## config.mk

```make
export PLATFORM = sky130hd
export DESIGN_NAME = x_clkdll_lock_monitor
export DESIGN_NICKNAME = d
export VERILOG_FILES = /design/src/rtl/x_clkdll_pkg.sv /design/src/rtl/x_clkdll_edge_sync.sv /design/src/rtl/x_clkdll_lock_monitor.sv
export SDC_FILE = /design/constraint.sdc
export NUM_CORES = 1
export LEC_CHECK = 0
export CAP_MARGIN = 15
export CORE_MARGIN = 3
export CORE_UTILIZATION = 30
export DETAILED_ROUTE_END_ITERATION = 12
export DONT_BUFFER_PORTS = 1
export GPL_TIMING_DRIVEN = 0
export SLEW_MARGIN = 10
export SYNTH_ARGS = -nofsm -noshare
export SYNTH_HDL_FRONTEND = slang
export SYNTH_SLANG_ARGS = --single-unit
export TNS_END_PERCENT = 30
```

## constraint.sdc

```tcl
create_clock -name CLK -period 3.6 [get_ports CLK]
set_clock_uncertainty 0.1 [all_clocks]
set_input_delay 0.72 -clock CLK [delete_from_list [all_inputs] [get_ports CLK]]
set_output_delay 0.72 -clock CLK [all_outputs]
set_load 0.05 [all_outputs]
```

## src/rtl/x_clkdll_pkg.sv

```systemverilog
// x_clkdll_pkg
//   Shared types and constants for the CLKDLL lock-monitor slice.
//   - mon_state_t : lock-monitor FSM states
//   - SYNC_STAGES : flop depth used to bring asynchronous CLKDLL signals
//                   into the system clock domain
package x_clkdll_pkg;

  typedef enum logic [2:0] {
    ST_IDLE,
    ST_ARM,
    ST_ACQUIRE,
    ST_LOCKED,
    ST_LOST
  } mon_state_t;

  localparam int unsigned SYNC_STAGES = 2;

endpackage

```

## src/rtl/x_clkdll_edge_sync.sv

```systemverilog
// x_clkdll_edge_sync
//   Multi-flop synchronizer followed by a rising-edge detector, for any
//   CLKDLL-side signal that is asynchronous to clk.
// Ports:
//   clk   in  system clock (rising edge)
//   rst_n in  asynchronous active-low reset, clears every flop
//   din   in  asynchronous input
//   rise  out one-cycle pulse when the synchronized input goes 0 -> 1
module x_clkdll_edge_sync
  import x_clkdll_pkg::*;
#(
  parameter int unsigned STAGES = SYNC_STAGES
) (
  input  logic clk,
  input  logic rst_n,
  input  logic din,
  output logic rise
);

  logic [STAGES-1:0] sync_q;
  logic              dly_q;

  always_ff @(posedge clk or negedge rst_n) begin
    if (!rst_n) begin
      sync_q <= '0;
      dly_q  <= 1'b0;
    end else begin
      sync_q <= {sync_q[STAGES-2:0], din};
      dly_q  <= sync_q[STAGES-1];
    end
  end

  assign rise = sync_q[STAGES-1] & ~dly_q;

endmodule

```

## src/rtl/x_clkdll_lock_monitor.sv

```systemverilog
// x_clkdll_lock_monitor
//   Measures the period of a CLKDLL output clock in system-clock cycles,
//   qualifies it as stable and reports lock, loss of lock and loss of clock.
// Ports:
//   CLK          in  system clock
//   RST_N        in  asynchronous active-low reset
//   CLKMON       in  monitored clock (asynchronous, period >= 4 CLK)
//   EN           in  monitor enable; low forces IDLE
//   CLR          in  pulse clearing the sticky LOSS flag
//   LOCKED       out monitored clock is stable
//   LOSS         out sticky loss-of-lock / loss-of-clock flag
//   PERIOD       out last measured period in CLK cycles
//   PERIOD_VALID out one-cycle pulse when PERIOD updates
module x_clkdll_lock_monitor
  import x_clkdll_pkg::*;
#(
  parameter int unsigned CNT_W       = 16,
  parameter int unsigned LOCK_CYCLES = 8,
  parameter int unsigned TOL         = 2,
  parameter int unsigned MAX_PERIOD  = 1000
) (
  input  logic             CLK,
  input  logic             RST_N,
  input  logic             CLKMON,
  input  logic             EN,
  input  logic             CLR,
  output logic             LOCKED,
  output logic             LOSS,
  output logic [CNT_W-1:0] PERIOD,
  output logic             PERIOD_VALID
);

  localparam int unsigned      STB_W    = $clog2(LOCK_CYCLES + 1);
  localparam logic [CNT_W-1:0] MAX_CNT  = CNT_W'(MAX_PERIOD);
  localparam logic [STB_W-1:0] LOCK_CNT = STB_W'(LOCK_CYCLES);
  localparam logic [CNT_W:0]   TOL_D    = (CNT_W + 1)'(TOL);

  mon_state_t       state_q, state_d;
  logic [CNT_W-1:0] cnt_q;
  logic [CNT_W-1:0] ref_q, ref_d;
  logic [STB_W-1:0] stable_q, stable_d;
  logic             first_q, first_d;
  logic             mon_edge;
  logic             timeout;
  logic [CNT_W:0]   diff;
  logic             in_tol;
  logic             measure;
  logic             loss_evt;

  x_clkdll_edge_sync #(
    .STAGES (SYNC_STAGES)
  ) u_sync (
    .clk   (CLK),
    .rst_n (RST_N),
    .din   (CLKMON),
    .rise  (mon_edge)
  );

  // Edge wins over a simultaneous saturation.
  assign timeout = (cnt_q == MAX_CNT) && !mon_edge;

  always_comb begin
    if ({1'b0, cnt_q} >= {1'b0, ref_q}) diff = {1'b0, cnt_q} - {1'b0, ref_q};
    else                                diff = {1'b0, ref_q} - {1'b0, cnt_q};
  end

  assign in_tol = (diff <= TOL_D);

  always_comb begin
    state_d  = state_q;
    ref_d    = ref_q;
    stable_d = stable_q;
    first_d  = first_q;
    measure  = 1'b0;

    case (state_q)
      ST_IDLE: begin
        ref_d    = '0;
        stable_d = '0;
        first_d  = 1'b1;
        state_d  = ST_ARM;
      end
      ST_ARM: begin
        first_d = 1'b1;
        if (mon_edge)     state_d = ST_ACQUIRE;
        else if (timeout) state_d = ST_LOST;
      end
      ST_ACQUIRE: begin
        if (mon_edge) begin
          measure = 1'b1;
          ref_d   = cnt_q;
          if (first_q) begin
            first_d  = 1'b0;
            stable_d = '0;
          end else if (in_tol) begin
            stable_d = stable_q + STB_W'(1);
            if (stable_d == LOCK_CNT) state_d = ST_LOCKED;
          end else begin
            stable_d = '0;
          end
        end else if (timeout) begin
          state_d = ST_LOST;
        end
      end
      ST_LOCKED: begin
        // Reference frozen at lock time so slow drift accumulates.
        if (mon_edge) begin
          measure = 1'b1;
          if (!in_tol) state_d = ST_LOST;
        end else if (timeout) begin
          state_d = ST_LOST;
        end
      end
      ST_LOST: begin
        stable_d = '0;
        first_d  = 1'b1;
        state_d  = ST_ARM;
      end
      default: state_d = ST_IDLE;
    endcase

    if (!EN) begin
      state_d = ST_IDLE;
      measure = 1'b0;
    end
  end

  assign loss_evt = (state_d == ST_LOST);

  always_ff @(posedge CLK or negedge RST_N) begin
    if (!RST_N) begin
      state_q      <= ST_IDLE;
      cnt_q        <= '0;
      ref_q        <= '0;
      stable_q     <= '0;
      first_q      <= 1'b1;
      LOCKED       <= 1'b0;
      LOSS         <= 1'b0;
      PERIOD       <= '0;
      PERIOD_VALID <= 1'b0;
    end else begin
      state_q  <= state_d;
      ref_q    <= ref_d;
      stable_q <= stable_d;
      first_q  <= first_d;

      if (state_q == ST_IDLE || state_q == ST_LOST) cnt_q <= '0;
      else if (mon_edge)                            cnt_q <= CNT_W'(1);
      else if (cnt_q != MAX_CNT)                    cnt_q <= cnt_q + CNT_W'(1);

      PERIOD_VALID <= measure;
      if (measure) PERIOD <= cnt_q;

      LOCKED <= (state_d == ST_LOCKED);

      // A loss event in the same cycle as CLR keeps LOSS set.
      if (loss_evt) LOSS <= 1'b1;
      else if (CLR) LOSS <= 1'b0;
    end
  end

endmodule

```

### After elaboration in Yosys (flattened, before gate mapping)

Cells that the tools add are included.

* bits in registers: 62
* bits in latches: 0
* RAM bits: 0
* memory bits (read-only): 0
* input bits: 5
* output and inout bits: 19
* word-level logic and storage cells: 71
* memories: 0

* add/subtract/negate cells: 4
* multiply operators: 0
* div/mod/pow operators: 0
* order comparisons: 2
* eq/ne operators: 10
* shift operators: 0
* muxes and demuxes: 27
* bitwise logic cells: 2
* reductions and logical operators: 15

Operators with widths (count)
* $mux W16: 4
* $sub A16 B16 Y17: 2
* $pmux W16 S2: 1
* $mux W3: 9
* $le A17 B2 Y1 const B: 1
* $mux W17: 1
* $add A16 B1 Y16 const B: 1
* $eq A16 B10 Y1 const B: 1
* $ge A16 B16 Y1: 1
* $ne A16 B10 Y1 const B: 1
* $mux W4: 3
* $pmux W3 S4: 1
* $eq A3 B2 Y1 const B: 3
* $pmux W4 S2: 1
* $reduce_bool A2 Y1: 4
* $eq A3 B3 Y1 const B: 2
* $mux W1: 6
* $reduce_and A2 Y1: 3
* $add A4 B1 Y4 const B: 1
* $eq A4 B4 Y1 const B: 1
* $reduce_or A2 Y1: 2
* $eq A3 B1 Y1 const B: 1
* $logic_not A3 Y1: 1
* $reduce_bool A3 Y1: 1
* 8 further kinds: 8

### Depth between registers and ports, before layout

* depth after elaboration: 10
* mapped depth: 14

### Cells and area by module

Synthesis repeated with hierarchy kept, for this count alone.

* cells, all modules: 556
* area total of the unflattened synthesis: 4743.3 um^2

By module, submodules not included
* x_clkdll_lock_monitor: instances 1, cells each 552, area an instance 4654.5 um^2, sequential area each 1477.7 um^2
* x_clkdll_edge_sync: instances 1, cells each 4, area an instance 88.8 um^2, sequential area each 75.1 um^2

### Worst setup path before layout

No wires, ideal clock.

* kind: register to register
* from: reg cnt_q[6]
* to: reg LOSS
* library setup time: 0.143 ns
* data arrival time: 2.919 ns
* path slack: 0.437 ns
* stages on the path, launching flop included: 15
* buffers on the path: 2
* clock period less this slack: 3.163 ns
* cells stage by stage: dfrtp_1 > clkbuf_1 > inv_1 > ha_1 > buf_2 > nand4_1 > a21oi_1 > nor2_1 > xnor2_1 > nor4_1 > nand3_1 > a2111oi_2 > o211a_4 > nand3b_1 > o221ai_1

* longest elaborated chain between the ends: 10
* elaborated cells between the ends (all ways): 19
* those cells by class: add/sub (2); order compare (2); eq/ne (2); mux (11); reduce/logical (2)

Ends and longest elaborated chain
* start: declaration: line x_clkdll_lock_monitor.sv:39 `logic [CNT_W-1:0] cnt_q;`
* start signal: assignment: line x_clkdll_lock_monitor.sv:149 `else if (cnt_q != MAX_CNT) cnt_q <= cnt_q + CNT_W'(1);`
* $sub A16 B16 Y17 (tied with other cells): line x_clkdll_lock_monitor.sv:64 `else diff = {1'b0, ref_q} - {1'b0, cnt_q};`
* $mux W17: line x_clkdll_lock_monitor.sv:63 `if ({1'b0, cnt_q} >= {1'b0, ref_q}) diff = {1'b0, cnt_q} - {1'b0, ref_q};`
* $le A17 B2 Y1: line x_clkdll_lock_monitor.sv:67 `assign in_tol = (diff <= TOL_D);`
* $mux W3: line x_clkdll_lock_monitor.sv:95 `end else if (in_tol) begin`
* $mux W3: line x_clkdll_lock_monitor.sv:92 `if (first_q) begin`
* $mux W3: line x_clkdll_lock_monitor.sv:89 `if (mon_edge) begin`
* $pmux W3 S4 *: line x_clkdll_lock_monitor.sv:76 `case (state_q)`
* $mux W3 *: line x_clkdll_lock_monitor.sv:122 `if (!EN) begin`
* $eq A3 B3 Y1 *: line x_clkdll_lock_monitor.sv:128 `assign loss_evt = (state_d == ST_LOST);`
* $mux W1 or $reduce_bool A2 Y1 (tied branches)
* end signal: assignment: line x_clkdll_lock_monitor.sv:138 `LOSS <= 1'b0;`
* end signal: assignment: line x_clkdll_lock_monitor.sv:157 `if (loss_evt) LOSS <= 1'b1;`
* end signal: assignment: line x_clkdll_lock_monitor.sv:158 `else if (CLR) LOSS <= 1'b0;`
* end: declaration: line x_clkdll_lock_monitor.sv:28 `output logic LOSS,`

Every way passes the cells marked *; elsewhere a longest branch is shown, timed or not.
A chain may end at the register's enable or synchronous reset.

### Final worst setup path

* from: reg cnt_q[14]
* to: reg LOSS

Same word-level chain as after synthesis.

==> summary.txt <==
Setup path
  • Setup crit end kind: flip-flop
  • CP Cell Sequence: inv_1, ha_1, clkbuf_2, a21o_1, a21oi_2, o31a_1, nand2_4, or3_1, a2111oi_4, o211a_4, nand3b_1, o221ai_1
  • CP max stage cell: dfrtp_2
  • Crit Path Class: reg -> reg
  • CP Max Fanout: 9
  • Req. time, crit path: 3.68 ns
  • Crit path largest cell delay: 0.44 ns
  • Startpoint types: flip-flop
  • Worst EP arrival: 3.57 ns

Synth
  • Seq/Total Area, Yosys: 0.345
  • Most frequent cell after synthesis: dfrtp_1
  • Top cells by area, synth: dfrtp_1, ha_1, o21ai_0
  • Synth Cell Area: 0.00449 mm^2
  • Post-Syn Instances: 528
  • Proportion of netlist area held by the largest area contributor: 0.340
  • Syn_nets: 570
  • Top post-synthesis cells by count: dfrtp_1, o21ai_0, inv_1
  • Number of synthesized flops with an enable pin: 0
  • Ys flop type: dfrtp_1
  • Yosys reg bits: 62
  • Post-synth ARST share: 1.00
  • Synth area leader: dfrtp_1
  • Unique masters post-synth: 64
  • Avg Cell Area, Syn: 8.51 um^2
  • Ys Warns: 0

Route
  • DR DRC count: 0
  • Routed length per placed instance: 16.3 um
  • Initial DRT Pass Iterations: 6
  • Via-to-Cell Ratio: 5.35
  • Final wirelength: 12100 um
  • DR iter-0 viols: 260
  • Via count: 3960
  • Detail Route Antenna Nets: 0

Clock network
  • Clk sinks: 62
  • CTS tree: yes
  • Num CTS Buffers: 9
  • Clock slew at reported path FFs: 0.05 ns
  • Worst skew pair latency: 0.33 ns
  • CTS root buf: clkbuf_16
  • H-tree depth: 3
  • Clk buf depth: 2

Global route
  • Largest net degree at the start of global routing: 62
  • Tot GR Track Use: 0.149
  • Total gr overflow: 0
  • Initial antenna violation count: 0
  • First-pass GRT wire length: 19900 um
  • Vias in the first global route: 3966

STA
  • Final Slew Violations: 0
  • Final setup vio count: 0
  • Setup WS post-layout: 0.108 ns
  • Post-route minimum period: 3.49 ns
  • Max Fclk: 286 MHz
  • Relative slew slack: 0.438
  • Slew @ Worst Pin: 0.835 ns
  • Fin. Hold Viols: 0
  • Final critical-path share of the clock period: 0.970

Placed design
  • Routability cong.: 0.890
  • Placed cells: 712
  • DP Area: 0.00472 mm^2
  • Input/output buffers: 0
  • Detailed Place HPWL: 8890 um
  • Post-Place Setup Slack: -0.405 ns

Finish
  • Fin nets: 593
  • Synthesis-to-layout area growth: 18.6%
  • ANT cells: 0
  • Layout Cells excl Fill: 740
  • Fraction of layout instances using a drive strength above 1: 0.165
  • Post-route cell area: 0.00533 mm^2

Floorplan
  • Num rows: 44
  • Core ar.: 0.0146 mm^2
  • Initial core utilization: 0.308
  • Die Span X: 128 um
  • # IOs: 24
  • Die height: 128 um
  • Die Area: 0.0165 mm^2

Power
  • Static leakage: 2.34 nW
  • VDD IR-drop max: 0.386 mV
  • Power Density: 579 mW/mm^2

Hold path
  • Hold WC Path Type: in -> async

Outcome
  • Outcome: completed

Job
  • Number of max-cap violations: 0
area by class of cell:
| type | instances | area, um^2 |
|---|---|---|
| Sequential cell | 62 | 1570 |
| Clock buffer | 13 | 270 |
| Timing Repair Buffer | 13 | 118 |
| Buffer | 24 | 121 |
| Multi-Input combinational cell | 396 | 2790 |
| Inverter | 45 | 169 |
| Clock inverter | 3 | 65.1 |
| Tap cell | 184 | 230 |
| Fill cell | 1489 | 9260 |
where the power goes:
| group | switching (mW) | internal [mW] | total [mW] | leakage (nW) |
|---|---|---|---|---|
| Sequential | 0.0717 | 0.731 | 0.803 | 0.836 |
| Combinational | 0.775 | 0.556 | 1.33 | 1.33 |
| Clock | 0.290 | 0.661 | 0.951 | 0.166 |
| Total | 1.14 | 1.95 | 3.08 | 2.34 |
registers in the layout, indices dropped and copies added (netlist names):
| register | count |
|---|---|
| LOSS | 1 |
| first_q | 1 |
| stable_q | 4 |
| cnt_q | 16 |
| state_q | 3 |
| PERIOD_VALID | 1 |
| LOCKED | 1 |
| u_sync.sync_q | 2 |
| u_sync.dly_q | 1 |
| PERIOD | 16 |
| ref_q | 16 |
kinds of logic after synthesis:
logic type               share of synthesized area
buffers and inverters                       0.0638
multiplexers                               0.00724
AO/OA/AOI/OAI                                0.224
AND/OR/NAND/NOR                              0.193
XOR/XNOR                                    0.0604
flip-flops                                   0.345
adder cells (fa/ha/maj)                      0.106
stage by stage:
stage / power, mW / hold WS, ns / TNS, ns / utilization
floorplan: 1.66 / 0.231 / 0 / -
global route: 3.25 / 0.122 / -0.0384 / 0.365
finish: 3.08 / 0.135 / 0 / 0.365
CTS: 3.02 / 0.124 / 0 / 0.353
global placement: 1.93 / 0.233 / -2.91 / 0.324
detailed placement: 1.94 / 0.238 / -2.93 / 0.324
final timing paths:
check | slack, ns | endpoint | from | depth (start not counted)
worst max-delay path | 0.11 | LOSS$_DFFE_PN0P_ | cnt_q[14]$_DFFE_PN0P_ | 12
worst min-delay path | 0.14 | first_q$_DFFE_PN1P_ | RST_N | 0
worst max register to register | 0.11 | LOSS$_DFFE_PN0P_ | cnt_q[14]$_DFFE_PN0P_ | 12
worst min register to register | 0.25 | u_sync.sync_q[1]$_DFF_PN0_ | u_sync.sync_q[0]$_DFF_PN0_ | 0
max in group asynchronous | 2.95 | cnt_q[0]$_DFFE_PN0P_ | RST_N | 1
min in group CLK | 0.25 | u_sync.sync_q[1]$_DFF_PN0_ | u_sync.sync_q[0]$_DFF_PN0_ | 0
routing by layer:
metal  track usage  up-vias  routed length [um]
met5             0        -                   0
met4        0.0655        0                 361
met3        0.0203       19                 489
met2         0.246      111                5750
met1         0.196     1924                5450
li1              -     1906                   -
layout by cell type (no fill, tap or decap), types with 6 or more instances in the layout:
cell / instances
nor3_1: 6
buf_4: 13
a21oi_2: 10
nor2b_1: 9
nand2b_1: 6
ha_1: 34
nand4_1: 10
o21ai_1: 6
clkbuf_16: 9
dfrtp_2: 10
inv_1: 42
buf_2: 6
a21oi_1: 32
nand3_1: 33
xor2_1: 6
nand2_1: 40
dfrtp_1: 51
a21o_1: 6
clkbuf_1: 13
nor2_1: 33
xnor2_1: 25
o21ai_0: 52
what timing repair did:
action                     CTS  global route
setup endpoints to repair    9             9
resized for setup            8            38
hold buffers                 1             0
setup buffers                4             8
hold endpoints to repair    61             0
pin swaps                    3             5
worst max-delay path: cells and delay by family, from the launching register on:
family,cells,cell delay (ns)
compound gates,6,1.52
simple gates,3,0.72
flops,1,0.44
buf+inv,2,0.32
fa+ha+maj,1,0.25
Power figures use the tool's default switching activity.
